$ cat src/rtl/uart_tx_arbiter.sv
// uart_tx_arbiter
//   Shares a single uart_tx byte transmitter among N_REQ byte-stream
//   requesters. Grants rotate round-robin at message granularity: once a
//   requester wins, it keeps the grant until it sends a byte flagged last,
//   or until it has left the lock idle for LOCK_TIMEOUT arbitration cycles.
//   Each byte is presented with its own rising edge of tx_data_valid.
//   tx_data_valid is then held low until uart_tx releases tx_ack.
//
// Ports
//   clk            system clock
//   nrst           asynchronous active-low reset
//   req_valid      per-requester byte available
//   req_data       per-requester byte, requester i on [8i+7:8i]
//   req_last       per-requester "final byte of message" flag
//   req_ready      per-requester capture pulse (same cycle as the capture edge)
//   tx_data        byte towards uart_tx
//   tx_data_valid  data_valid towards uart_tx
//   tx_ack         tx_ack from uart_tx
//   grant_id       current / most recent granted requester
//   locked         a multi-byte message is in progress
//   busy           a byte handshake is in flight (not arbitrating)

module uart_tx_arbiter #(
    parameter int N_REQ        = 2,
    parameter int LOCK_TIMEOUT = 4096,
    localparam int GW          = (N_REQ > 2) ? $clog2(N_REQ) : 1
) (
    input  logic               clk,
    input  logic               nrst,
    input  logic [N_REQ-1:0]   req_valid,
    input  logic [8*N_REQ-1:0] req_data,
    input  logic [N_REQ-1:0]   req_last,
    output logic [N_REQ-1:0]   req_ready,
    output logic [7:0]         tx_data,
    output logic               tx_data_valid,
    input  logic               tx_ack,
    output logic [GW-1:0]      grant_id,
    output logic               locked,
    output logic               busy
);

    // The lock counter only needs to reach LOCK_TIMEOUT-1: the idle cycle
    // seen at that count is the one that releases the lock.
    localparam int          CW         = (LOCK_TIMEOUT > 1) ? $clog2(LOCK_TIMEOUT) : 1;
    localparam bit          TIMEOUT_EN = (LOCK_TIMEOUT > 0);
    localparam logic [CW-1:0] CNT_LAST = (LOCK_TIMEOUT > 0) ? CW'(LOCK_TIMEOUT - 1) : '0;
    localparam logic [GW-1:0] LAST_IDX = GW'(N_REQ - 1);

    typedef enum logic [1:0] {
        ARB  = 2'd0,
        SEND = 2'd1,
        DROP = 2'd2
    } state_t;

    state_t          state_reg;
    state_t          state_next;
    logic [GW-1:0]   rr_ptr_reg;
    logic [CW-1:0]   lock_cnt_reg;

    logic [7:0]      req_byte [N_REQ];
    logic            pick_found;
    logic [GW-1:0]   pick_idx;
    logic [GW-1:0]   next_ptr;
    logic [GW:0]     scan_sum;
    logic [GW-1:0]   scan_idx;
    logic            capture;
    logic            lock_idle;
    logic            lock_expire;

    // Split the flat data bus into one byte per requester and build the
    // capture pulses. req_ready is qualified by nrst so that no requester
    // sees a capture while the arbiter is held in reset.
    for (genvar gi = 0; gi < N_REQ; gi++) begin : g_req
        assign req_byte[gi]  = req_data[8*gi +: 8];
        assign req_ready[gi] = nrst & capture & (pick_idx == GW'(gi));
    end

    // Requester selection. A held lock restricts the choice to the lock
    // owner. Otherwise scan N_REQ slots starting at rr_ptr with wrap. The scan
    // runs from the farthest offset down to the nearest, so the nearest valid
    // requester is the last assignment and wins.
    always_comb begin
        pick_found = 1'b0;
        pick_idx   = '0;
        scan_sum   = '0;
        scan_idx   = '0;
        if (locked) begin
            if (req_valid[grant_id]) begin
                pick_found = 1'b1;
                pick_idx   = grant_id;
            end
        end else begin
            for (int k = N_REQ - 1; k >= 0; k--) begin
                scan_sum = {1'b0, rr_ptr_reg} + (GW+1)'(k);
                if (scan_sum >= (GW+1)'(N_REQ)) begin
                    scan_sum = scan_sum - (GW+1)'(N_REQ);
                end
                scan_idx = scan_sum[GW-1:0];
                if (req_valid[scan_idx]) begin
                    pick_found = 1'b1;
                    pick_idx   = scan_idx;
                end
            end
        end
    end

    assign capture     = (state_reg == ARB) && pick_found;
    assign next_ptr    = (pick_idx == LAST_IDX) ? '0 : pick_idx + 1'b1;
    // The lock timer only ages while the owner is silent in ARB. Cycles spent
    // in SEND or DROP waiting on uart_tx never count against the owner.
    assign lock_idle   = TIMEOUT_EN && (state_reg == ARB) && locked && !req_valid[grant_id];
    assign lock_expire = (lock_cnt_reg == CNT_LAST);

    // Handshake sequencing. DROP waits for tx_ack to fall, so a stale ack can
    // never be mistaken for the acknowledge of the next byte.
    always_comb begin
        state_next = state_reg;
        unique case (state_reg)
            ARB:     if (pick_found) state_next = SEND;
            SEND:    if (tx_ack)     state_next = DROP;
            DROP:    if (!tx_ack)    state_next = ARB;
            default: state_next = ARB;
        endcase
    end

    always_ff @(posedge clk or negedge nrst) begin
        if (!nrst) begin
            state_reg     <= ARB;
            tx_data       <= 8'h00;
            tx_data_valid <= 1'b0;
            grant_id      <= '0;
            locked        <= 1'b0;
            busy          <= 1'b0;
            rr_ptr_reg    <= '0;
            lock_cnt_reg  <= '0;
        end else begin
            state_reg     <= state_next;
            // Registered copies of the state decode keep these outputs
            // glitch-free towards uart_tx.
            tx_data_valid <= (state_next == SEND);
            busy          <= (state_next != ARB);
            if (capture) begin
                tx_data      <= req_byte[pick_idx];
                grant_id     <= pick_idx;
                locked       <= ~req_last[pick_idx];
                rr_ptr_reg   <= next_ptr;
                lock_cnt_reg <= '0;
            end else if (lock_idle) begin
                if (lock_expire) begin
                    locked       <= 1'b0;
                    lock_cnt_reg <= '0;
                end else begin
                    lock_cnt_reg <= lock_cnt_reg + 1'b1;
                end
            end
        end
    end

endmodule

$ cat config.mk
export PLATFORM = sky130hd
export DESIGN_NAME = uart_tx_arbiter
export DESIGN_NICKNAME = d
export VERILOG_FILES = /design/src/rtl/uart_tx_arbiter.sv
export SDC_FILE = /design/constraint.sdc
export NUM_CORES = 1
export LEC_CHECK = 0
export CELL_PAD_IN_SITES_DETAIL_PLACEMENT = 1
export CELL_PAD_IN_SITES_GLOBAL_PLACEMENT = 2
export CORE_MARGIN = 5
export CORE_UTILIZATION = 29
export CTS_CLUSTER_DIAMETER = 40
export CTS_CLUSTER_SIZE = 14
export DETAILED_ROUTE_END_ITERATION = 6
export PLACE_DENSITY = 0.8
export SLEW_MARGIN = 30
export SYNTH_ARGS = -nofsm -noshare
export SYNTH_HDL_FRONTEND = slang
export SYNTH_SLANG_ARGS = --single-unit
$ cat constraint.sdc
create_clock -name clk -period 1.9 [get_ports clk]
set_input_delay 0.38 -clock clk [delete_from_list [all_inputs] [get_ports clk]]
set_output_delay 0.38 -clock clk [all_outputs]
set_load 0.05 [all_outputs]
==> flow_summary.toml <==
[run_status]
status = "complete, but fails checks"
violations = "negative setup slack"

[yosys]
synth_area_per_cell_sq_um = 10.8
yosysTopAreaCellShare = 0.507
synth_top_area_cell = "dfrtp_1"
synth-main-ff-cell = "dfrtp_1"
ys_seq_area_frac = 0.507
synth_area_leaders = "dfrtp_1 51%, a22o_1 7.2%, a21o_1 5.6%"
synth_most_common_cell = "dfrtp_1"
synthArstFlopShare = 1.00
syn-num-nets = 148
synthTopCellsByCount = "27 x dfrtp_1, 11 x a22o_1, 10 x a21o_1, 9 x nor2_1, 7 x o21ai_0"
synth_edf_count = 0
netlist_instances = 124
synth_cell_type_count = 32
yosys_warnings = 0
syn_area_sq_mm = 0.00133
synth-seq-cells = 27

[die]
die_w_microns = 77.8
rows = 24
dieArea_sq_mm = 0.00606
io_pins = 37
die_y_microns = 77.8
start_util = 0.302
coreArea_sq_mm = 0.00441

[final_layout]
largest_reg_flops = 12
layout-drive-gt1-share = 0.299
area_growth_pct = 48.7
diodes = 0
fin_area_sq_mm = 0.00198
fin_nets = 209
n_fill_cell = 486

[cts]
cts_root_buf = "clkbuf_8"
path_clk_slew_ps = 90
cts_buffer_depth = 2
cts_tree = "done"
clk_latency_ps = 280
cts.sinks = 27
h-tree-depth = 1
numCtsBuffers = 3

[routing]
num_vias = 1203
drcViolationCount = 0
detail_route.first_pass.iterations = 4
drtIter0Drc = 25
wl_per_cell_microns = 16.2
ant_nets = 0
routed_wirelength_microns = 3820
viasPerCell = 5.10

[sta]
setup_viol = 2
tightest_slew_ps = 512
hold_viol = 0
fmax_ghz = 0.514
rsz0062_at_grt = "true"
maxSlewHeadroom = 0.658
fin_skew_ps = 2.39
worst_slack_ps = -45.1
whs_ps = 511
period_needed_ps = 1950
fin_crit_sh = 1.02
slew_viol_final = 0

[critical_path]
path_max_fanout = 6
worst-setup-path-type = "register to output port"
cp-start-kind = "register"
timing.rr.start = "lock_cnt_reg[1]"
cp.arrival_ps = 1570
required_ps = 1520
cp-startpoint = "locked"
end_kind = "output port"

[placement]
dp_slack_ps = -250
place_congestion = 0.784
hpwl_microns = 2980
place_area_sq_mm = 0.00188
port_buffers = 36

[global_routing]
first_global_vias = 1371
grt_pass1_wl_microns = 6490
grt_start_max_net_pins = 25
grt_usage = 0.134
antenna_found_initial = 0
overflow = 0

[power_and_ir_drop]
p_leak_nw = 0.962
vdd_drop_max_v = 0.00112
powerDensity_mw_per_mm2 = 1600
finalPower_mw = 3.17

[worst_hold_path]
holdCritPathClass = "input pin to asynchronous set/reset pin"

[flow_run]
max_cap_violations = 0
==> final timing paths <==
check,endpoint,slack (ps),cells after the start
hold reg to reg,rr_ptr_reg,520,1
hold / removal,tx_data[2],510,2
min in group clk,rr_ptr_reg,520,1
max in group asynchronous,locked,1010,2
setup reg to reg,lock_cnt_reg[3],110,6
setup / recovery,req_ready[0],-50,6
==> logic make-up after synthesis <==
logic type	Yosys count	synth area share
mux	2	0.0169
buf+inv	7	0.0338
simple gates	47	0.204
fa+ha+maj	1	0.00938
compound gates	34	0.189
xor+xnor	6	0.0394
flops	27	0.507
==> area by class of cell <==
cell class | instances | area, sq um | share of cell area
sequential | 27 | 678 | 0.342
tap | 52 | 65.1 | 0.0328
inverter | 4 | 15.0 | 0.00757
timing repair buffer | 59 | 531 | 0.268
multi-input combinational | 90 | 649 | 0.327
clock buffer | 4 | 45.0 | 0.0227
==> worst max-delay path, cell delays in order (launching register included) <==
cell	delay, ps
dfrtp_2	470
nand3b_1	110
nand2_1	80
or2_4	260
nor2_4	90
and2_4	150
buf_12	130
==> per-stage QoR <==
stage	cells	TNS (ps)	utilization
6_report	236	-47.1	0.449
3_5_place_dp	229	-4600	0.426
3_3_place_gp	229	-3620	0.426
4_1_cts	236	-69.7	0.447
2_1_floorplan	124	-139	-
5_1_grt	236	-235	0.449
==> report_power, final <==
group          total, mW  switching, mW  leakage [nW]  internal [mW]
Sequential         0.933          0.154         0.344          0.779
Combinational       1.90           1.06         0.596          0.836
Clock              0.339          0.188        0.0228          0.151
==> routing by layer <==
| layer | GRT usage | part of all wire | vias up |
|---|---|---|---|
| met1 | 0.162 | 0.43 | 600 |
| li1 | - | - | 567 |
| met4 | 0.0498 | 0.016 | 0 |
| met2 | 0.226 | 0.50 | 31 |
| met5 | 0 | 0 | - |
| met3 | 0.0382 | 0.055 | 5 |
==> timing repair <==
item                                    4_1_cts  5_1_grt
hold endpoints to repair                      0        0
setup buffers                                 3        0
hold buffers                                  0        0
pin swaps                                     4        3
endpoints found under the setup margin        2        8
gates resized for setup                       6        5
==> layout by cell type, fill, tap and decap left out, drive strengths merged, types with 2 or more instances in the layout <==
cell,n
inv,4
nand3,5
dfrtp,27
and3,4
o21ai,7
nand4,4
nand2,5
or2,2
nand2b,4
a21oi,2
mux2,2
clkbuf,4
xnor2,2
a21o,10
a22o,11
buf,34
nor2,11
clkdlybuf4s50,22
xor2,4
and2,3
nor3,5
dlygate4sd2,2
No activity file was read; power rests on OpenSTA's default activity.
